<file path="src/rtl/hazard_pkg.sv">
// Shared types and RV32I opcode constants for the pipeline hazard controller.
package hazard_pkg;

    localparam int REG_W = 5;

    localparam logic [6:0] OPC_LUI      = 7'b0110111;
    localparam logic [6:0] OPC_AUIPC    = 7'b0010111;
    localparam logic [6:0] OPC_JAL      = 7'b1101111;
    localparam logic [6:0] OPC_JALR     = 7'b1100111;
    localparam logic [6:0] OPC_BRANCH   = 7'b1100011;
    localparam logic [6:0] OPC_LOAD     = 7'b0000011;
    localparam logic [6:0] OPC_STORE    = 7'b0100011;
    localparam logic [6:0] OPC_OP_IMM   = 7'b0010011;
    localparam logic [6:0] OPC_OP       = 7'b0110011;
    localparam logic [6:0] OPC_MISC_MEM = 7'b0001111;
    localparam logic [6:0] OPC_SYSTEM   = 7'b1110011;

    typedef enum logic [1:0] {
        FWD_RF  = 2'd0,
        FWD_MEM = 2'd1,
        FWD_WB  = 2'd2
    } fwd_sel_e;

    typedef struct packed {
        logic             valid;
        logic [REG_W-1:0] rd;
        logic             is_load;
    } stage_tag_t;

    localparam stage_tag_t TAG_NONE = '0;

endpackage

</file>
<file path="src/rtl/reg_use_dec.sv">
// Opcode-only register-use decoder; validity and x0 filtering are applied by the caller.
module reg_use_dec
    import hazard_pkg::*;
(
    input  logic [6:0] opcode,
    output logic       use_rs1,
    output logic       use_rs2,
    output logic       writes_rd,
    output logic       is_load
);

    assign use_rs1   = !(opcode inside {OPC_LUI, OPC_AUIPC, OPC_JAL});
    assign use_rs2   = opcode inside {OPC_BRANCH, OPC_STORE, OPC_OP};
    assign writes_rd = !(opcode inside {OPC_BRANCH, OPC_STORE});
    assign is_load   = (opcode == OPC_LOAD);

endmodule

</file>
<file path="src/rtl/hazard_ctrl.sv">
// Stall/flush/bubble sequencing and EX-aligned forwarding selects for the 5-stage core.
// Build option: HAZARD_FORWARD_EN enables forwarding; otherwise dependents interlock until WB.
module hazard_ctrl
    import hazard_pkg::*;
#(
    parameter int NUM_REGS = 32,
    parameter int CNT_W    = 32
) (
    input  logic             clk,
    input  logic             reset,
    input  logic             id_valid_i,
    input  logic [6:0]       id_opcode_i,
    input  logic [4:0]       id_rd_i,
    input  logic [4:0]       id_rs1_i,
    input  logic [4:0]       id_rs2_i,
    input  logic             br_taken_i,
    output logic             stall_if_o,
    output logic             stall_id_o,
    output logic             flush_id_o,
    output logic             bubble_ex_o,
    output logic [1:0]       fwd_a_o,
    output logic [1:0]       fwd_b_o,
    output logic [CNT_W-1:0] stall_cnt_o
);

    localparam int RIDX_W = $clog2(NUM_REGS);

    logic dec_rs1, dec_rs2, dec_wr, dec_load;

    reg_use_dec u_dec (
        .opcode    (id_opcode_i),
        .use_rs1   (dec_rs1),
        .use_rs2   (dec_rs2),
        .writes_rd (dec_wr),
        .is_load   (dec_load)
    );

    logic       use_rs1, use_rs2;
    stage_tag_t id_tag;
    stage_tag_t ex_q, mem_q, wb_q;

    assign use_rs1 = id_valid_i && dec_rs1 && (id_rs1_i != '0);
    assign use_rs2 = id_valid_i && dec_rs2 && (id_rs2_i != '0);
    assign id_tag  = '{valid:   id_valid_i && dec_wr && (id_rd_i != '0),
                       rd:      id_rd_i,
                       is_load: id_valid_i && dec_load};

    // A tag is only valid when rd != x0, so x0 can never produce a hit here.
    function automatic logic src_hit(input stage_tag_t t, input logic [REG_W-1:0] rs,
                                     input logic used);
        return used && t.valid && (t.rd[RIDX_W-1:0] == rs[RIDX_W-1:0]);
    endfunction

    logic ex_a, ex_b, mem_a, mem_b;
    logic hz, stall;

    assign ex_a  = src_hit(ex_q,  id_rs1_i, use_rs1);
    assign ex_b  = src_hit(ex_q,  id_rs2_i, use_rs2);
    assign mem_a = src_hit(mem_q, id_rs1_i, use_rs1);
    assign mem_b = src_hit(mem_q, id_rs2_i, use_rs2);

`ifdef HAZARD_FORWARD_EN
    assign hz = ex_q.valid && ex_q.is_load && (ex_a || ex_b);
`else
    assign hz = ex_a || ex_b || mem_a || mem_b;
`endif

    // A taken branch kills the ID instruction, so its interlock is moot.
    assign stall       = hz && !br_taken_i;
    assign stall_if_o  = stall;
    assign stall_id_o  = stall;
    assign flush_id_o  = br_taken_i;
    assign bubble_ex_o = stall || br_taken_i;

    // NOTE: sequential state uses non-blocking assignments so every register samples pre-edge values.
    always_ff @(posedge clk or posedge reset) begin
        if (reset) begin
            ex_q  <= TAG_NONE;
            mem_q <= TAG_NONE;
            wb_q  <= TAG_NONE;
        end else begin
            wb_q  <= mem_q;
            mem_q <= ex_q;
            ex_q  <= bubble_ex_o ? TAG_NONE : id_tag;
        end
    end

`ifdef HAZARD_FORWARD_EN
    function automatic fwd_sel_e pick(input logic hit_ex, input logic hit_mem);
        if (hit_ex && !ex_q.is_load) return FWD_MEM;
        if (hit_mem)                 return FWD_WB;
        return FWD_RF;
    endfunction

    fwd_sel_e fwd_a_q, fwd_b_q;

    always_ff @(posedge clk or posedge reset) begin
        if (reset) begin
            fwd_a_q <= FWD_RF;
            fwd_b_q <= FWD_RF;
        end else if (bubble_ex_o) begin
            fwd_a_q <= FWD_RF;
            fwd_b_q <= FWD_RF;
        end else begin
            fwd_a_q <= pick(ex_a, mem_a);
            fwd_b_q <= pick(ex_b, mem_b);
        end
    end

    assign fwd_a_o = fwd_a_q;
    assign fwd_b_o = fwd_b_q;
`else
    assign fwd_a_o = FWD_RF;
    assign fwd_b_o = FWD_RF;
`endif

    always_ff @(posedge clk or posedge reset) begin
        if (reset)
            stall_cnt_o <= '0;
        else if (stall && (stall_cnt_o != '1))
            stall_cnt_o <= stall_cnt_o + 1'b1;
    end

    // WB is tracked for visibility only: the write-first regfile covers that distance.
    logic unused_tag_bits;
    assign unused_tag_bits = ^{wb_q, mem_q.is_load, ex_q.is_load};

endmodule

</file>
<file path="config.mk">
export PLATFORM = sky130hd
export DESIGN_NAME = hazard_ctrl
export DESIGN_NICKNAME = d
export VERILOG_FILES = /design/src/rtl/hazard_pkg.sv /design/src/rtl/reg_use_dec.sv /design/src/rtl/hazard_ctrl.sv
export SDC_FILE = /design/constraint.sdc
export NUM_CORES = 1
export LEC_CHECK = 0
export CAP_MARGIN = 20
export CORE_UTILIZATION = 35
export CTS_BUF_LIST = sky130_fd_sc_hd__clkbuf_4
export CTS_CLUSTER_DIAMETER = 30
export CTS_CLUSTER_SIZE = 25
export DETAILED_ROUTE_END_ITERATION = 8
export MAX_ROUTING_LAYER = met4
export SYNTH_ARGS = -nofsm -noshare
export SYNTH_HDL_FRONTEND = slang
export SYNTH_HIERARCHICAL = 1
export SYNTH_SLANG_ARGS = --single-unit
export TNS_END_PERCENT = 50
</file>
<file path="constraint.sdc">
create_clock -name clk -period 1.81 [get_ports clk]
set_clock_uncertainty 0.05 [all_clocks]
set_input_delay 0.2715 -clock clk [delete_from_list [all_inputs] [get_ports clk]]
set_output_delay 0.2715 -clock clk [all_outputs]
set_load 0.02 [all_outputs]
</file>
---- Word level (Yosys, flattened, before mapping) ----
Cells that the tools add are included.
Widths: inputs -> output; s select.
operators by class
  $add $sub $neg .......................... 1
  eq/ne operators ......................... 12
  multiplexer cells ....................... 1
  reductions and logical operators ........ 30
operators with widths
  cell                   number
  $add 32x1->32 const B  1
  $ne 32x32->1 const B   1
  $eq 7x6->1 const B     3
  $eq 5x5->1             4
  $logic_and 1x1->1      17
  $reduce_bool 5->1      3
  $eq 7x7->1 const B     2
  $eq 7x2->1 const B     1
  $eq 7x5->1 const B     1
  $mux 7                 1
  $reduce_bool 3->1      2
  $logic_or 1x1->1       4
  $logic_not 1->1        3
  $reduce_bool 2->1      1
word-level totals
  register bits after elaboration ......... 44
  word-level logic and storage cells ...... 49

---- Depth between registers and ports, before layout ----
  depth in word-level cells ............... 13
  mapped depth ............................ 9

---- Hierarchy ----
The synthesis kept the hierarchy.
by module, submodules not included
  module       instances  cells an instance  area each (um2)  seq. area each (um2)
  hazard_ctrl  1          216                2290.9           1101.1
  reg_use_dec  1          8                  71.3             0.0

---- Least setup slack after synthesis ----
No wires, ideal clock.
  path type ............................... register to register
  start point ............................. register stall_cnt_o[0]
  end point ............................... register stall_cnt_o[3]
  library setup time ...................... 0.132 ns
  data arrival time ....................... 1.931 ns
  setup slack ............................. -0.304 ns
  stages on the path, launching flop included .. 9
  buffers on the path ..................... 0
  clock period less this slack ............ 2.114 ns
  path through ............................ dfrtp_1 ha_1 nand3_1 nor4_1 and3_1 nand2b_1 and2_4 and4_1 xor2_1
between the ends
  longest elaborated chain between the ends .. 2
RTL lines
  item                                                                   RTL line            text
  start: declaration                                                     hazard_ctrl.sv:23   output logic [CNT_W-1:0] stall_cnt_o
  start signal: assignment                                               hazard_ctrl.sv:121  stall_cnt_o <= stall_cnt_o + 1'b1;
  parallel branches: the longest is 2 deep, another holds $add 32x1->32  --
Several ways; the timed one is not identified.
A chain may end at the register's enable or synchronous reset.

---- Worst setup path after layout ----
  start point ............................. input port id_rs2_i[1]
  end point ............................... output port bubble_ex_o
between the ends
  longest elaborated chain between the ends .. 9
RTL lines
  item                            RTL line           text
  start: declaration              hazard_ctrl.sv:15  input logic [4:0] id_rs2_i,
  $reduce_bool 5->1               hazard_ctrl.sv:43  assign use_rs2 = id_valid_i && dec_rs2 && (id_rs2_i != '0);
  $logic_and 1x1->1               hazard_ctrl.sv:43
  $logic_and 1x1->1 (2 in a row)  hazard_ctrl.sv:51  return used && t.valid && (t.rd[RIDX_W-1:0] == rs[RIDX_W-1:0]);
  $logic_or 1x1->1 (2 in a row)   hazard_ctrl.sv:65  assign hz = ex_a || ex_b || mem_a || mem_b;
  $logic_or 1x1->1 (*)            hazard_ctrl.sv:65
  $logic_and 1x1->1 (*)           hazard_ctrl.sv:69  assign stall = hz && !br_taken_i;
  $logic_or 1x1->1 (*)            hazard_ctrl.sv:73  assign bubble_ex_o = stall || br_taken_i;
  end: declaration                hazard_ctrl.sv:20  output logic bubble_ex_o,
Mark *: on every way between the ends. The rest lies on a longest branch, timed or not.

==> results.yml <==
outcome:
  outcome: "finished, violations left"
  violations: "design-rule violations, negative setup slack"
floorplan:
  design.die.area_um2: 7040
  die_w_um: 83.9
  fp.dieH_um: 83.9
  start_util: 0.365
  core_area_um2: 6420
  rows: 29
  num_io_pins: 66
clock_tree:
  cts_tree: "built"
  clockRootBuffer: "clkbuf_4"
  htree_levels: 2
  clk_latency_ps: 360
  cts_sinks: 44
  numCtsBuffers: 5
  clockBufferDepth: 2
  clk_pin_slew_ps: 130
power:
  p_total_mw: 1.90
  powerDensity_nw_per_um2: 499
  max-vdd-ir-drop_mv: 0.355
  p_leak_nw: 2.10
finish:
  diodes: 0
  final_nets: 383
  layoutNonFillerInstCount: 434
  area_delta_synth_final_pct: 62.0
  drive_above_1_share: 0.342
  fillCellCount: 575
sta:
  layout_setup_ws_ps: -366
  rsz0062_at_grt: "true"
  hold_viol: 0
  fin_crit_sh: 1.20
  finalSetupViolCount: 31
  fin_crit_ps: 2180
  maxSlewViolCount: 0
  fmax_mhz: 460
detailed_routing:
  drtAntennaViolNets: 0
  drtIter0Drc: 88
  dr.pass1.iters: 6
  routed_wirelength_mm: 6.15
  drc: 10
  wire_per_inst_um: 14.2
  vias: 2143
  via_per_inst: 4.94
global_routing:
  grt_overflow: 0
  grt_max_degree: 45
  grt_pass1_wl_mm: 10.4
  grt_usage: 0.190
  antenna_found_initial: 0
  first_global_vias: 2203
synthesis:
  netlist_area_um2: 2350
  avgSynthCellArea_um2: 10.5
  syn_inst: 223
  yosys_warnings: 6
critical_path:
  cp-start-kind: "primary input"
  critical_path.endpoint_type: "primary output"
  r2r-start: "ex_q[3]"
  cp-startpoint: "id_rs2_i[1]"
  required_ps: 1490
  path_class: "primary input to primary output"
  crit_fanout: 2
  ff2ff_setup_slack_ps: -230
  crit_arrival_ps: 1850
hold_path:
  hold_class: "primary input to async pin"
place:
  dp_cells: 423
  routabilityCongestion: 0.820
  hpwl_mm: 4.56
  io_buffer_count: 61
job:
  max-cap-violations: 0
## routing by layer
metal | share of wire | up-vias | track usage
met5 | 0 | - | -
li1 | - | 1051 | -
met1 | 0.44 | 1028 | 0.238
met4 | 0.013 | 0 | 0.0611
met2 | 0.50 | 58 | 0.309
met3 | 0.048 | 6 | 0.0396
## where the power goes
part | total (mW) | internal (mW) | switching, mW
sequential | 1.03 | 1.01 | 0.0211
combinational | 0.269 | 0.140 | 0.129
clock | 0.604 | 0.282 | 0.321
## state kept, by name, indices dropped and copies added, names as in the netlist
name	cells
ex_q	6
mem_q	6
stall_cnt_o	32
## final cells by class
class / instances / area [µm²] / area share
clock inverter: 3 / 37.5 / 0.00987
sequential: 44 / 1110 / 0.291
tap: 77 / 96.3 / 0.0253
clock buffer: 5 / 37.5 / 0.00987
timing repair buffer: 129 / 1170 / 0.307
inverter: 6 / 22.5 / 0.00592
multi-input combinational: 170 / 1330 / 0.351
## per-stage QoR
stage	TNS (ps)	util	instance area [µm²]	setup slack, ps	hold WS (ps)
2_1_floorplan	-3300	-	2390	-213	329
3_3_place_gp	-28970	0.552	3550	-1070	385
3_5_place_dp	-29750	0.552	3550	-1070	395
4_1_cts	-6440	0.568	3650	-387	184
5_1_grt	-8480	0.592	3800	-512	205
6_report	-4640	0.592	3800	-366	182
## timing repair
action	in CTS	in global routing
endpoints found under the setup margin	47	62
buffers inserted	0	2
pin swaps	14	18
hold buffers	0	0
cloned	1	0
hold endpoints to repair	0	0
gates resized for setup	58	41
## critical path, cell delays in order
cell	delay (ps)
buf_6	90
or3_1	370
o311a_1	350
and4_1	200
a41oi_2	160
nand3_2	140
nor2_4	110
inv_2	40
buf_6	120
## cells in the final DEF (no fill, tap or decap), types with 2 or more instances in the layout
cell              n
buf_4            65
dfrtp_1          40
xor2_1           29
xnor2_1          22
dlymetal6s2s_1   22
nand4_1          19
clkdlybuf4s50_1  16
nor2_1           14
dlygate4sd2_1    14
nand3_1           8
nand2_1           7
nand3_2           7
nor3_2            6
buf_6             6
and2_1            5
clkbuf_4          5
inv_1             4
conb_1            4
dfrtp_2           4
nor2b_1           3
and3_1            3
and4_1            3
clkinv_1          3
nand2_2           3
nor3b_1           3
or3_1             2
o311a_1           2
and3_4            2
and2_4            2
nor2_4            2
or2_2             2
nor2_2            2
clkdlybuf4s15_1   2
buf_2             2
## worst paths after layout
check,endpoint,cells after the start
max,bubble_ex_o,9
max in group asynchronous,stall_cnt_o[6],3
max reg2reg,stall_cnt_o[22],9
min in group clk,mem_q[5],0
min,stall_cnt_o[22],3
min reg2reg,mem_q[5],0
(Power assumes the default switching activity.)
